==> src/rtl/dpram_port_arbiter.sv <==
// ---------------------------------------------------------------------------
// dpram_port_arbiter
//   Shares one synchronous RAM port (1-cycle read latency, write-through)
//   between two requesters, m0 and m1.
//
//   Arbitration is round-robin (RR=1) or fixed priority with m0 highest
//   (RR=0). A requester may lock the grant across several transfers. Read
//   data is returned to whichever requester issued the read, one cycle
//   after the transfer.
//
// Ports
//   clk, reset_n                  clock, asynchronous active-low reset
//   mX_req/we/lock/addr/wdata     request and its fields (X = 0, 1), held
//                                 stable until acked
//   mX_ack                        request accepted this cycle (combinational)
//   mX_rdata, mX_rvalid           read return; rdata is a pass-through of
//                                 ram_read, rvalid is registered
//   ram_ce/we/addr/write          RAM port drive (combinational)
//   ram_read                      RAM read data, valid 1 cycle after a read
// ---------------------------------------------------------------------------
module dpram_port_arbiter #(
    parameter int ADDR_W = 12,
    parameter int DATA_W = 16,
    parameter int RR     = 1
) (
    input  logic              clk,
    input  logic              reset_n,

    input  logic              m0_req,
    input  logic              m0_we,
    input  logic              m0_lock,
    input  logic [ADDR_W-1:0] m0_addr,
    input  logic [DATA_W-1:0] m0_wdata,
    output logic              m0_ack,
    output logic [DATA_W-1:0] m0_rdata,
    output logic              m0_rvalid,

    input  logic              m1_req,
    input  logic              m1_we,
    input  logic              m1_lock,
    input  logic [ADDR_W-1:0] m1_addr,
    input  logic [DATA_W-1:0] m1_wdata,
    output logic              m1_ack,
    output logic [DATA_W-1:0] m1_rdata,
    output logic              m1_rvalid,

    output logic              ram_ce,
    output logic              ram_we,
    output logic [ADDR_W-1:0] ram_addr,
    output logic [DATA_W-1:0] ram_write,
    input  logic [DATA_W-1:0] ram_read
);

    typedef enum logic [1:0] {
        UNLOCKED = 2'd0,
        LOCK0    = 2'd1,
        LOCK1    = 2'd2
    } lock_state_t;

    lock_state_t state_r;
    logic        last_r;        // requester of the last transfer: 0 = m0, 1 = m1
    logic        rvalid0_r;
    logic        rvalid1_r;

    logic        gnt0_s;
    logic        gnt1_s;
    logic        xfer0_s;
    logic        xfer1_s;

    // Grant decision from current requests and registered lock/last state.
    always_comb begin
        gnt0_s = 1'b0;
        gnt1_s = 1'b0;
        if (!reset_n) begin
            // Nothing is granted while reset is held, regardless of requests.
            gnt0_s = 1'b0;
            gnt1_s = 1'b0;
        end else begin
            case (state_r)
                UNLOCKED: begin
                    if (m0_req && m1_req) begin
                        if (RR != 0) begin
                            // Favour the requester that did not win last time.
                            gnt0_s = last_r;
                            gnt1_s = ~last_r;
                        end else begin
                            gnt0_s = 1'b1;
                        end
                    end else begin
                        gnt0_s = m0_req;
                        gnt1_s = m1_req;
                    end
                end
                // While locked the other requester is shut out even if the
                // owner idles; the owner idling releases the lock below.
                LOCK0:   gnt0_s = m0_req;
                LOCK1:   gnt1_s = m1_req;
                default: begin
                    gnt0_s = 1'b0;
                    gnt1_s = 1'b0;
                end
            endcase
        end
    end

    assign xfer0_s = m0_req & gnt0_s;
    assign xfer1_s = m1_req & gnt1_s;

    // Mux the granted requester's fields onto the RAM port; zero when idle.
    always_comb begin
        ram_we    = 1'b0;
        ram_addr  = {ADDR_W{1'b0}};
        ram_write = {DATA_W{1'b0}};
        if (gnt0_s) begin
            ram_we    = m0_we;
            ram_addr  = m0_addr;
            ram_write = m0_wdata;
        end else if (gnt1_s) begin
            ram_we    = m1_we;
            ram_addr  = m1_addr;
            ram_write = m1_wdata;
        end else begin
            ram_we    = 1'b0;
            ram_addr  = {ADDR_W{1'b0}};
            ram_write = {DATA_W{1'b0}};
        end
    end

    assign m0_ack    = gnt0_s;
    assign m1_ack    = gnt1_s;
    assign ram_ce    = gnt0_s | gnt1_s;
    assign m0_rdata  = ram_read;
    assign m1_rdata  = ram_read;
    assign m0_rvalid = rvalid0_r;
    assign m1_rvalid = rvalid1_r;

    // Lock FSM, last-winner pointer and read-return tracking.
    always_ff @(posedge clk or negedge reset_n) begin
        if (!reset_n) begin
            state_r   <= UNLOCKED;
            last_r    <= 1'b1;      // m0 wins the first contention
            rvalid0_r <= 1'b0;
            rvalid1_r <= 1'b0;
        end else begin
            rvalid0_r <= xfer0_s & ~m0_we;
            rvalid1_r <= xfer1_s & ~m1_we;

            if (xfer0_s) begin
                last_r <= 1'b0;
            end else if (xfer1_s) begin
                last_r <= 1'b1;
            end else begin
                last_r <= last_r;
            end

            case (state_r)
                UNLOCKED: begin
                    if (xfer0_s && m0_lock) begin
                        state_r <= LOCK0;
                    end else if (xfer1_s && m1_lock) begin
                        state_r <= LOCK1;
                    end else begin
                        state_r <= UNLOCKED;
                    end
                end
                LOCK0: begin
                    if (!m0_req || (xfer0_s && !m0_lock)) begin
                        state_r <= UNLOCKED;
                    end else begin
                        state_r <= LOCK0;
                    end
                end
                LOCK1: begin
                    if (!m1_req || (xfer1_s && !m1_lock)) begin
                        state_r <= UNLOCKED;
                    end else begin
                        state_r <= LOCK1;
                    end
                end
                default: state_r <= UNLOCKED;
            endcase
        end
    end

endmodule

==> config.mk <==
export PLATFORM = sky130hd
export DESIGN_NAME = dpram_port_arbiter
export DESIGN_NICKNAME = d
export VERILOG_FILES = /design/src/rtl/dpram_port_arbiter.sv
export SDC_FILE = /design/constraint.sdc
export NUM_CORES = 1
export LEC_CHECK = 0
export CORE_ASPECT_RATIO = 0.8
export CORE_UTILIZATION = 22
export DETAILED_ROUTE_END_ITERATION = 8
export PLACE_DENSITY = 0.88
export SKIP_LAST_GASP = 1
export SYNTH_ARGS = -nofsm -noshare
export SYNTH_HDL_FRONTEND = slang
export SYNTH_SLANG_ARGS = --single-unit
export TNS_END_PERCENT = 5
==> constraint.sdc <==
create_clock -name clk -period 4.3 [get_ports clk]
set_clock_uncertainty 0.05 [all_clocks]
set_input_delay 0.645 -clock clk [delete_from_list [all_inputs] [get_ports clk]]
set_output_delay 0.645 -clock clk [all_outputs]
set_load 0.02 [all_outputs]
# After elaboration in Yosys (flattened, before gate mapping)
# Cells that the tools add are included.
totals:
  register_bits: 5
  inputBits: 80
  out_inout_bits: 66
  elab_cells: 46
classes:
  n_eq_ne: 2
  n_mux: 19
  n_bitwise: 8
  n_reduce_logical: 13
ops:
  columns: ["cell", "n"]
  rows:
  - ["two-way mux 16 bit", 2]
  - ["two-way mux 12 bit", 2]
  - ["two-way mux 1 bit", 9]
  - ["two-way mux 2 bit", 3]
  - ["case mux 2 bit (3 select lines)", 1]
  - ["logical AND 1 bit", 5]
  - ["bitwise AND 1 bit", 4]
  - ["zero test 1 bit", 4]
  - ["case mux 1 bit (2 select lines)", 2]
  - ["inverter 1 bit", 3]
  - ["== test 2 x 1 -> 1 bit, second input constant", 1]
  - ["== test 2 bit, second input constant", 1]
  - ["zero test 2 bit", 1]
  - ["logical OR 1 bit", 2]
  - ["nonzero test 2 bit", 1]
  - ["bitwise OR 1 bit", 1]

# Depth between registers and ports, before layout
# Gate-level depths: netlist of run 1.
logic_depth:
  word_depth: 9
  mapped_depth: 5
  mapped_depth_nobuf: 3

# Worst setup path before layout of run 1
# Ideal clock, no wire load.
synth_path:
  path_type: "input to output"
  startpoint: "input port m1_req"
  endpoint: "output port ram_addr[10]"
  arrival_ns: 1.731
  required_time_ns: 3.605
  setup_slack_ns: 1.874
  cell_stages: 5
  path_buffers: 2
  cell_sequence: "or3b_1 and3_1 buf_2 buf_6 a22o_1"
synth_between:
  word_cells_on_any_way: 9
  cone_classes: "8 x mux; 1 x reduce/logical"
synth_lines:
  columns: ["item", "line_no", "rtl"]
  rows:
  - ["start, declared", "38", "input logic m1_req,"]
  - ["logical AND 1 bit", "81", "if (m0_req && m1_req) begin"]
  - ["two-way mux 1 bit", "81", null]
  - ["case mux 1 bit (2 select lines)", "79", "case (state_r)"]
  - ["two-way mux 1 bit", "74", "if (!reset_n) begin"]
  - ["via m0_ack", "34", "output logic m0_ack,"]
  - ["two-way mux 12 bit", "114", "if (gnt0_s) begin"]
  - ["end, declared", "49", "output logic [ADDR_W-1:0] ram_addr,"]
# The timed path passes the listed nets, and every way through them passes these cells.

# Final worst setup path of run 1
layout_path:
  startpoint: "input port reset_n"
  endpoint: "output port ram_we"
layout_between:
  elab_chain_len: 3
  word_cells_on_any_way: 4
  cone_classes: "4 x mux"
layout_rtl:
  columns: ["item", "line_no", "rtl"]
  rows:
  - ["start, declared", "27", "input logic reset_n,"]
  - ["two-way mux 1 bit", "74", null]
  - ["two-way mux 1 bit", "118", "end else if (gnt1_s) begin"]
  - ["two-way mux 1 bit *", "114", null]
  - ["end, declared", "48", "output logic ram_we,"]
# Every way passes the cells marked *; elsewhere a longest branch is shown, timed or not.

==> flow_results.org, run 1 <==
** Synth
- Mapped Nets :: roughly 170
- Average cell area after synthesis :: 8.57 sq um
- Portion of the post-synthesis area used by sequential elements :: 0.162
- Post-synth design cell area :: ~780 sq um
- Yosys printed 0 warnings.
- Yosys reg bits :: 5
- Synthesis produced roughly 90 cells.
- Distinct cells, synth :: 19

** Routing
- For this block, the via count after detailed routing is between 900 and 1000.
- DRC Markers :: 0
- The detailed router finished its first iteration with 7 violations.
- Sum of routed wire length over all layers :: between 2000 and 3000 um
- After detailed routing, the average wire length per cell comes to roughly 15 um.
- The pre-antenna-repair detailed-routing pass consisted of 3 iterations.
- Number of nets still failing antenna checks after routing :: 0
- In the routed layout, each cell is associated on average with a via count of about 4.7.

** Cells and area
- Layout cells sized above 1 :: 0.0701
- Relative to the synthesized area, the layout overhead comes to 104%.
- Fill count :: approximately 300
- Number of nets in the final layout :: 238
- The repair_antennas step left the layout with diodes totalling 0.
- Design Area, Final :: about 1600 sq um
- The count of cells in the finished layout, fillers not included, comes to 197.

** Pwr
- For this design the static power due to leakage is roughly 0.63 nW.
- The internal power of the cells totals between 0.2 and 0.25 mW.
- For this design the total switching power over the nets is ~0.11 mW.
- Switching fraction of total power :: 0.315
- Power Density :: roughly 220 nW/um^2
- Of the total power, combinational logic draws 0.584.
- Share of total power in sequential cells :: 0.162
- Clock share of power :: 0.253
- Largest voltage drop on the vdd net :: 0.0989 mV

** Hold path
- The path class of the tightest hold or removal check is register to register.
- Counting instances, the worst hold path has a depth of 2.
- The worst hold path terminates at state_r[0].
- The worst hold path begins at state_r[0].

** Timing
- Aggregate negative setup slack :: 0 ns
- Period minus WS final :: 3.46 ns
- Final setup violation count :: 0
- The final-report hold violation count came to 0.
- Worst Setup Slack, final :: between 0.8 and 0.9 ns
- Achievable frequency :: between 200 and 300 MHz
- Unrepaired setup endpoints after global routing :: no
- Number of pins with negative max-slew slack in the final report :: 0
- Of the available clock period, the critical path in the final layout requires 0.804.
- Slew of the pin with the lowest slew margin :: ~0.38 ns
- Headroom to the max-slew limit came out at 0.745.

** Global routing
- Initial antenna violation count :: 0
- For this run, the total global-route usage over all layers was measured as 0.144.
- Overall overflow remaining after global route :: 0
- Via count of the first global-routing pass :: 852
- First-pass GRT wire length :: 4110 um
- Entering global routing, the biggest net connects 22 pins.

** Placement
- Post-placement cell count :: around 190
- In this run the cell area measured after placement is 1550 sq um.
- Before CTS, the worst setup slack after placement is between 0.8 and 0.9 ns.
- The congestion estimate from routability-driven global placement came to 0.634.
- Number of port buffers :: between 90 and 100
- DP Wirelength :: around 2400 um

** Critical path
- Worst-path fanout max :: 16
- Reg2reg setup slack :: between 2 and 3 ns
- The worst register-to-register path has a depth of 4.
- RR Startpoint :: state_r[0]
- Worst Path Required :: ~3.6 ns
- Endpoint kind of the worst setup timing path :: output pin
- The worst register-to-register path ends at m1_rvalid.
- CP Launch Type :: primary input
- Critical Setup Path Class :: primary input to output pin
- STA puts the critical path data arrival time at 2.76 ns.

** Clock network
- The number of gates resized after CTS was 0.
- The cell sitting at the root of the clock tree is a sky130_fd_sc_hd__clkbuf_8.
- Setup bufs post-CTS :: 0
- Clock tree synthesis inserted a total of 3 buffers.
- Maximum buffer depth of the clock tree :: 2
- The number of hold buffers added after CTS was 0.
- Clock Pin Slew Worst Setup and Hold Paths :: 0.04 ns
- Clock latency on the worst-skew pair, taken at its later pin, is between 0.2 and 0.25 ns.
- Counting every sink on the clock net gives 5.
- CTS HTree Levels :: 1
- TritonCTS built the clock tree.

** Floorplanning
- Die width :: a little under 70 um
- Site row count :: 18
- Initial standard-cell utilization of the core :: 0.242
- Total Die Area :: approximately 3800 sq um
- Num ports :: approximately 150
- After floorplanning, the core was sized to cover about 3200 sq um.
- Measured along the y axis, the die boundary spans between 50 and 60 um.

** Outcome
- The flow ran to the end, and the final reports show no timing, DRC or antenna violations.

** Job
- The tool flagged a number of max-cap violations equal to 0.
## layer usage
layer,track usage,wire [um],vias to the layer above
met5,0,0,-
met4,0.0357,11,0
met3,0.0826,484,2
met2,0.248,1420,74
met1,0.144,1020,415
li1,-,-,433
## per-stage QoR
stage / total power, mW / utilization / hold slack [ns]
CTS: 0.352 / 0.495 / 0.494
global placement: 0.259 / 0.481 / 0.467
global route: 0.366 / 0.495 / 0.520
detailed placement: 0.261 / 0.481 / 0.482
finish: 0.348 / 0.495 / 0.492
floorplan: 0.185 / - / 0.299
## critical path: stages
cell	delay, ns
sky130_fd_sc_hd__clkdlybuf4s50_1	0.70
sky130_fd_sc_hd__inv_1	0.19
sky130_fd_sc_hd__a211oi_4	0.20
sky130_fd_sc_hd__buf_4	0.25
sky130_fd_sc_hd__a22o_1	0.16
sky130_fd_sc_hd__clkdlybuf4s50_1	0.61
## power groups by stage
stage	clock network [mW]	registers (mW)	logic, mW
2_1_floorplan	0	0.0564	0.128
3_3_place_gp	0	0.0569	0.202
3_5_place_dp	0	0.0570	0.204
4_1_cts	0.0907	0.0564	0.205
5_1_grt	0.0933	0.0567	0.216
6_report	0.0882	0.0565	0.203
## sequential cells by signal, indices dropped and copies added, names as in the netlist
signal,count
m0_rvalid,1
m1_rvalid,1
last_r,1
state_r,2
## cell type report
type	count	area, sq um	share of cell area
Clock buffer	4	45.0	0.0283
Inverter	1	3.75	0.00235
Multi-Input combinational cell	46	368	0.231
Sequential cell	5	126	0.0793
Tap cell	40	50.0	0.0314
Timing Repair Buffer	101	1000	0.628
## cell families after synthesis
family,synth area share
mux,0.0128
buf+inv,0.382
compound gates,0.355
flops,0.162
simple gates,0.0883
## worst max path at each step
stage          slack [ns]      endpoint  startpoint  cells past startpoint
5_1_grt              0.70        ram_we     reset_n                      6
2_1_floorplan        1.87  ram_addr[10]      m1_req                      5
6_report             0.84        ram_we     reset_n                      6
4_1_cts              0.83  ram_write[2]     reset_n                      6
3_5_place_dp         0.84  ram_write[2]     reset_n                      6
3_3_place_gp         0.88        ram_we     reset_n                      6
## placed cells by master (no fill, tap or decap)
cell type                         instances
sky130_fd_sc_hd__nor3_1                   2
sky130_fd_sc_hd__clkbuf_1                 1
sky130_fd_sc_hd__inv_1                    1
sky130_fd_sc_hd__buf_4                    4
sky130_fd_sc_hd__nor2_1                   3
sky130_fd_sc_hd__nand2b_1                 1
sky130_fd_sc_hd__and3_1                   1
sky130_fd_sc_hd__a22o_1                  29
sky130_fd_sc_hd__or2_2                    1
sky130_fd_sc_hd__dfrtp_1                  4
sky130_fd_sc_hd__a211oi_4                 1
sky130_fd_sc_hd__clkdlybuf4s50_1         97
sky130_fd_sc_hd__nor2b_1                  2
sky130_fd_sc_hd__nand2_1                  2
sky130_fd_sc_hd__dfstp_2                  1
sky130_fd_sc_hd__or3b_1                   1
sky130_fd_sc_hd__a21oi_1                  1
sky130_fd_sc_hd__clkbuf_8                 3
sky130_fd_sc_hd__mux2i_1                  1
sky130_fd_sc_hd__o21ba_2                  1
## synth_stat cells
| library cell | count | area share |
|---|---|---|
| sky130_fd_sc_hd__a211oi_1 | 1 | 0.0096 |
| sky130_fd_sc_hd__o21ba_2 | 1 | 0.013 |
| sky130_fd_sc_hd__inv_1 | 1 | 0.0048 |
| sky130_fd_sc_hd__or2_2 | 1 | 0.0080 |
| sky130_fd_sc_hd__a21oi_1 | 1 | 0.0064 |
| sky130_fd_sc_hd__mux2i_1 | 1 | 0.013 |
| sky130_fd_sc_hd__buf_4 | 32 | 0.31 |
| sky130_fd_sc_hd__and3_1 | 1 | 0.0080 |
| sky130_fd_sc_hd__buf_6 | 3 | 0.043 |
| sky130_fd_sc_hd__nand2b_1 | 1 | 0.0080 |
| sky130_fd_sc_hd__or3b_1 | 1 | 0.011 |
| sky130_fd_sc_hd__nor3_1 | 2 | 0.013 |
| sky130_fd_sc_hd__nor2b_1 | 2 | 0.016 |
| sky130_fd_sc_hd__a22o_1 | 29 | 0.33 |
| sky130_fd_sc_hd__dfstp_2 | 1 | 0.034 |
| sky130_fd_sc_hd__buf_2 | 4 | 0.026 |
| sky130_fd_sc_hd__nand2_1 | 2 | 0.0096 |
| sky130_fd_sc_hd__nor2_1 | 3 | 0.014 |
| sky130_fd_sc_hd__dfrtp_1 | 4 | 0.13 |
Note: power is estimated with default switching activity, not from simulation.
==> run 2, diff against run 1 <==
- CORE_UTILIZATION: 22 -> 20
- PLACE_DENSITY: 0.88 -> 0.81
- clock period: 4.3 -> 3.5 ns (I/O delays scaled with it)
==> run 2 against run 1 <==
Against the previous run:
- combinational power increased by 23%
- largest cell class unchanged
- sequential cell count unchanged
- setup slack got worse by 0.48 ns
- wire length decreased by 13%
- clock power increased by 19%
- global-route usage decreased by 2.6 points
- cell area increased by 0.94%
- register-to-register slack got worse by 0.80 ns
==> flow_results.org, run 2 (same netlist as run 1, synthesis figures left out) <==
** Outcome
- Run status :: complete, no violations (unchanged)

** Pwr
- Post-route total power :: 0.425 mW (was 0.348 mW)
- Net switching power :: 0.130 mW (was 0.109 mW)
- Leakage power :: 0.636 nW (was 0.633 nW)
- Clock share of power :: 0.247 (was 0.253)
- Relative contribution of combinational cells to total power :: 0.589 (was 0.584)
- The switching power share of the total was 0.306 (was 0.315).
- Power Density :: 264 nW/um^2 (was 218 nW/um^2)
- The worst ir drop on vdd was 0.209 mV (was 0.0989 mV).
- Share of total power in sequential cells :: 0.163 (was 0.162)
- Internal power :: 0.295 mW (was 0.238 mW)

** Timing
- The final-layout setup total negative slack was 0 ns (unchanged).
- The headroom to the max-slew limit is 0.797 (was 0.745).
- Number of pins with negative max-slew slack in the final report :: 0 (unchanged)
- Period minus WS final :: around 3.1 ns
- The number of endpoints failing setup at the final stage came to 0 (unchanged).
- Achievable frequency :: roughly 320 MHz
- Of the available clock period, the critical path in the final layout requires 0.895.
- Unrepaired setup endpoints after global routing: no (unchanged).
- Slew of the pin with the lowest slew margin :: 0.304 ns (was 0.381 ns)
- Final Hold Fails :: 0 (unchanged)

** Clock network
- Number of instances resized during post-cts repair :: 0 (unchanged)
- Total clock buffers created by CTS :: 3 (unchanged)
- The number of H-tree branching levels is 1 (unchanged).
- The maximum root-to-sink buffer count came to 2 (unchanged).
- Clock Pin Slew Worst Setup and Hold Paths :: 0.03 ns (was 0.04 ns)
- The clock tree from TritonCTS is built (unchanged).
- The root buffer cell is sky130_fd_sc_hd__clkbuf_8 (unchanged).
- The insertion delay to the later sink of the worst-skew pair is 0.22 ns (about the same).
- The number of sinks driven by the clock tree came to 5 (unchanged).
- Setup bufs post-CTS :: 0 (unchanged)
- Quantity of hold-fixing buffers added after cts :: 0 (unchanged)

** Critical path
- The data arrival time of the critical path was 2.56 ns (was 2.76 ns).
- Endpoint kind of the worst setup timing path :: output pin (unchanged)
- The launch instance of the worst register-to-register path is state_r[0] (unchanged).
- CP Launch Type :: primary input (unchanged)
- Depth of the worst register-to-register path :: 4 (unchanged)
- Worst Path Required :: 2.92 ns (was 3.61 ns)
- The setup slack of the most critical reg-to-reg path came to 2.13 ns (was 2.93 ns).
- Critical Setup Path Class :: primary input to output pin (unchanged)
- Worst-path fanout max :: 32 (was 16)
- R2r endpoint :: m1_rvalid (unchanged)

** Placement
- Final GP Congestion :: 0.772 (was 0.634)
- DP Wirelength :: 2010 um (was 2370 um)
- The number of cells after detailed placement was 195 (was 193).
- The number of buffer cells added on primary ports was 97 (unchanged).
- The post-detailed-placement cell area came to 1560 sq um (was 1550 sq um).

** Routing
- Number of detailed-route iterations in the first pass :: 4 (was 3)
- DRC Markers :: 0 (unchanged)
- The per-cell via count in the routed design is 4.51 (was 4.69).
- Routed length per instance :: 12.8 um (was 14.9 um)
- The total wirelength of the detailed-routed design came to 2560 um (was 2930 um).
- Number of nets still failing antenna checks after routing :: 0 (unchanged)
- The detailed-route via count came to 898 (was 924).
- The initial detailed-routing violation count is 23 (was 7).

** Cells and area
- Layout cells sized above 1 :: 0.0701 (unchanged)
- Max reg flops :: 2 (unchanged)
- The antenna diode instance count is 0 (unchanged).
- The register with the highest flop count is state_r (unchanged).
- Number of nets in the final layout :: 238 (unchanged)
- Signed area change from the synthesized netlist to the final layout :: 106% (was 104%)
- The final instance area came to 1610 sq um (was 1590 sq um).
- The leading cell type in the layout, fill and taps excluded is sky130_fd_sc_hd__clkdlybuf4s50_1 (unchanged).
- Leading cell types in the layout, fill and taps excluded :: sky130_fd_sc_hd__clkdlybuf4s50_1 (97), sky130_fd_sc_hd__a22o_1 (29), sky130_fd_sc_hd__dfrtp_1 (4) (was sky130_fd_sc_hd__clkdlybuf4s50_1 (97), sky130_fd_sc_hd__a22o_1 (29), sky130_fd_sc_hd__dfrtp_1 (4), sky130_fd_sc_hd__buf_4 (4))
- Non-filler instance count after layout :: 199 (was 197)

** Global routing
- The first-pass GRT wire length is 3780 um (was 4110 um).
- The met3 global-route usage was 0.0643 (was 0.0826).
- The pin count of the biggest net entering global routing was 33 (was 22).
- The number of antenna violations at the first check in global routing was 0 (unchanged).
- GR Util All Layers :: 0.117 (was 0.144)
- Via count of the first global-routing pass :: 849 (was 852)
- Overall overflow remaining after global route :: 0 (unchanged)
- Busiest metal layer after global routing :: met2 (unchanged)
- The routing usage on met2 is 0.204 (was 0.248).
- The met1 global-route usage is 0.122 (was 0.144).

** Job
- The max-capacitance violation count is 0 (unchanged).

** Floorplanning
- The number of rows in the core area was 19 (was 18).
- Num ports :: 146 (unchanged)
- Die width :: 71.8 um (was 68.6 um)
- The floorplan die height was 57.8 um (was 55.2 um).
- The overall die area was 4150 sq um (was 3790 sq um).
- The initial cell density of the core is 0.219 (was 0.242).
- Core footprint :: 3570 sq um (was 3220 sq um)

** Hold path
- Worst min-delay path class :: primary input to asynchronous set/reset pin (was register to register)
run 2: cell counts in the layout (fill, tap and decap cells not counted):
No cell type changed its count.
run 2: through the flow:
stage               worst slack [ns]  utilization  hold slack (ns)
finish                         0.367        0.451            0.467
global placement               0.372        0.439            0.479
CTS                            0.366        0.451            0.470
floorplan                       1.31            -            0.179
detailed placement             0.368        0.439            0.494
global route                   0.324        0.451            0.461
run 2: worst max-delay path: stages:
cell and delay (ns):
sky130_fd_sc_hd__clkdlybuf4s50_1 0.47, sky130_fd_sc_hd__or3b_1 0.36, sky130_fd_sc_hd__and3_1 0.20, sky130_fd_sc_hd__buf_12 0.16
sky130_fd_sc_hd__or2_2 0.29, sky130_fd_sc_hd__clkdlybuf4s50_1 0.53
run 2: power groups by stage:
stage / registers, mW / clock network [mW] / logic [mW]
6_report: 0.0693 / 0.105 / 0.250
5_1_grt: 0.0703 / 0.118 / 0.266
4_1_cts: 0.0693 / 0.109 / 0.253
3_5_place_dp: 0.0700 / 0 / 0.252
3_3_place_gp: 0.0698 / 0 / 0.250
2_1_floorplan: 0.0693 / 0 / 0.158
run 2: how the worst max path moves through the flow:
stage               startpoint            to  cells past startpoint
floorplan               m1_req  ram_addr[10]                      5
CTS                     m1_req        ram_ce                      6
global route            m1_req        ram_ce                      6
finish                  m1_req        ram_ce                      6
global placement        m1_req        ram_ce                      6
detailed placement      m1_req        ram_ce                      6
run 2: cell type report:
cell class / instances / area, sq um
Multi-Input combinational cell: 46 / 368
Fill cell: 345 / 1960
Clock buffer: 4 / 45.0
Inverter: 1 / 3.75
Sequential cell: 5 / 126
Timing Repair Buffer: 101 / 1010
Tap cell: 42 / 52.6
run 2: per-layer routing:
metal	part of all wire	vias up
met5	0	-
met1	0.38	389
met4	0.0086	0
met3	0.14	6
li1	-	432
met2	0.46	71
==> RTL edit 1: new RTL, config.mk and constraints of run 1 <==
`ADDR_W`: 12 -> 11.
--- a/src/rtl/dpram_port_arbiter.sv
+++ b/src/rtl/dpram_port_arbiter.sv
@@ -21,3 +21,3 @@
 module dpram_port_arbiter #(
-    parameter int ADDR_W = 12,
+    parameter int ADDR_W = 11,
     parameter int DATA_W = 16,
Interface: changed (resized m0_addr, m1_addr and ram_addr); port bits go from 146 to 143. The function was not compared with the original's and may differ.
==> RTL edit 1 against run 1 <==
  * Design area shrank 2.9%
  * Routed wire length fell by 12%
  * Utilization down 1.4 points
  * Die area is 1.1% lower
  * Synthesized area fell by 1.1%
  * Non-clock buffer count fell by 4
  * Setup slack got worse by 210 ps
  * Total power down 3.6%
  * Sequential cell count is the same
  * Sequential share of layout area up 0.24 points
  * Critical endpoint unchanged
  * Largest cell class unchanged
==> RTL edit 1: results <==
metrics = {
    "synth": {
        "yosys-top-cells-count": "buf_4, a22o_1, buf_2, dfrtp_1",
        "synth_area_leaders": "a22o_1, buf_4, dfrtp_1",
        "ys_seq_area_frac": 0.164,
        "synth.net_count": 168,
    },
    "critical_path": {
        "max_stage_delay_ps": 610,
        "crit_arrival_ps": 2970,
        "cp-startpoint": "m0_req",
    },
    "timing": {
        "worst_slew_pin_slew_ps": 424,
    },
    "finish": {
        "nets": 231,
        "drive_gt1_frac": 0.0592,
    },
    "routing": {
        "finalWirelength_mm": 2.58,
        "vias": 883,
        "route.met2.wl_mm": 1.25,
        "firstDrtPassIters": 4,
        "routed_via_density": 4.60,
    },
    "power": {
        "power_frac_clock": 0.250,
        "pg_clk_w": 0.0000838,
        "p_sw_w": 0.000102,
        "ir_drop_mv": 0.163,
        "seqPwrFrac": 0.169,
    },
    "place": {
        "portBuffers": 94,
        "dp_slack_ps": 625,
        "gp_congestion": 0.670,
        "placed_cell_area_mm2": 0.00150,
    },
    "grt": {
        "globalRouteMet2Util": 0.225,
        "grt.met1_usage": 0.137,
        "use_met3": 0.0635,
        "grt_pass1_vias": 750,
    },
    "run_status": {
        "status": "completed",
    },
}
[RTL edit 1: worst paths after layout]
path / end / slack [ps]
worst min register to register: state_r[0] / 480
worst max-delay path: ram_we / 640
min in group asynchronous: state_r[1] / 650
worst min-delay path: state_r[0] / 480
max in group asynchronous: last_r / 3260
worst max register to register: m1_rvalid / 2730
[RTL edit 1: kinds of logic after synthesis]
family / synth area share
compound gates: 0.347
simple gates: 0.0893
buf+inv: 0.386
mux: 0.0130
flops: 0.164
[RTL edit 1: area by class of cell]
type	instances	area (um2)
inverters	1	3.75
multi-input cells	45	359
fillers	321	1670
well taps	40	50.0
flip-flops and latches	5	126
clock buffers	4	45.0
repair buffers	97	963
[RTL edit 1: critical path: cells and delay by family]
| family | cells | cell delay [ps] |
|---|---|---|
| AO/OA/AOI/OAI | 1 | 190 |
| buffers and inverters | 3 | 1400 |
| AND/OR/NAND/NOR | 2 | 720 |
==> RTL edit 2: new RTL, flow settings as in run 1 <==
Made on the original files. Make the reset (`reset_n`) synchronous in one clocked block. Comments in the files are not updated.
--- a/src/rtl/dpram_port_arbiter.sv
+++ b/src/rtl/dpram_port_arbiter.sv
@@ -137,3 +137,3 @@
     // Lock FSM, last-winner pointer and read-return tracking.
-    always_ff @(posedge clk or negedge reset_n) begin
+    always_ff @(posedge clk) begin
         if (!reset_n) begin
Behaviour: differs if reset_n is asserted again (counterexample within 4 cycles, from zero or initial values and one cycle with reset_n low); with reset_n held inactive, the same outputs for 10 cycles.
==> RTL edit 2 against run 1 <==
  * Synthesized area fell by 0.48%
  * Setup slack better by 190 ps
  * First-iteration DRC count grew 14%
  * Design area is 3.1% lower
  * Fmax grew 5.9%
  * Combinational power is 18% lower
  * Total power is 13% lower
  * Routed wire length fell by 22%
  * Sequential cell count unchanged
  * Hold slack better by 18 ps
  * Critical path type unchanged
==> RTL edit 2: results <==
metrics = {
    "finish": {
        "num-multi-input-gates": 42,
        "clk_share": 0.0292,
        "final-nonclk-buf-share": 0.639,
        "drive_gt1_frac": 0.0461,
        "fillers": 296,
        "nets": 233,
    },
    "critical_path": {
        "r2r_start": "state_r[1]",
        "cp-startpoint": "m0_req",
        "reg2reg_depth": 3,
        "max_stage_delay_ps": 610,
        "crit_arrival_ps": 2570,
        "r2r_setup_slack_ps": 3060,
        "r2r-end": "m0_rvalid",
    },
    "power": {
        "ir_drop_mv": 0.104,
        "seqPwrFrac": 0.166,
    },
    "place": {
        "hpwl_mm": 1.90,
    },
    "grt": {
        "use_met3": 0.0533,
        "track_usage": 0.110,
        "grt.met1_usage": 0.116,
    },
    "synth": {
        "synth-main-ff-cell": "dfxtp_1",
        "yosys-top-cells-count": "buf_4, a22o_1, buf_6",
        "muxShareOfSynthArea": 0.0129,
        "synth.net_count": 168,
        "ys_seq_area_frac": 0.129,
    },
    "run_status": {
        "status": "completed",
    },
    "routing": {
        "dr.first_iter.drc_count": 8,
        "wire_per_inst_um": 11.9,
    },
    "timing": {
        "worst_slew_pin_slew_ps": 341,
    },
}
RTL edit 2: cell count changes after synthesis, moves of 2 or more:
cell / change
dfxtp_1: +5
dfrtp_1: -4
and2_1: +3
buf_2: -3
buf_6: +3
nor2_1: -3
nor3_1: -2
RTL edit 2: metrics by stage:
stage / area [um2] / worst slack (ps) / hold slack (ps) / utilization / power (W)
6_report: 1540 / 1040 / 510 / 0.479 / 0.000303
5_1_grt: 1540 / 965 / 579 / 0.479 / 0.000323
4_1_cts: 1540 / 1030 / 511 / 0.479 / 0.000308
3_5_place_dp: 1500 / 1030 / 504 / 0.465 / 0.000219
3_3_place_gp: 1500 / 1060 / 481 / 0.465 / 0.000217
2_1_floorplan: 776 / 2000 / 450 / - / 0.000164
RTL edit 2: routing by layer:
layer | routed length (um) | vias up
met5 | 0 | -
met4 | 0 | 0
met3 | 285 | 0
met2 | 1120 | 69
met1 | 876 | 386
li1 | - | 417
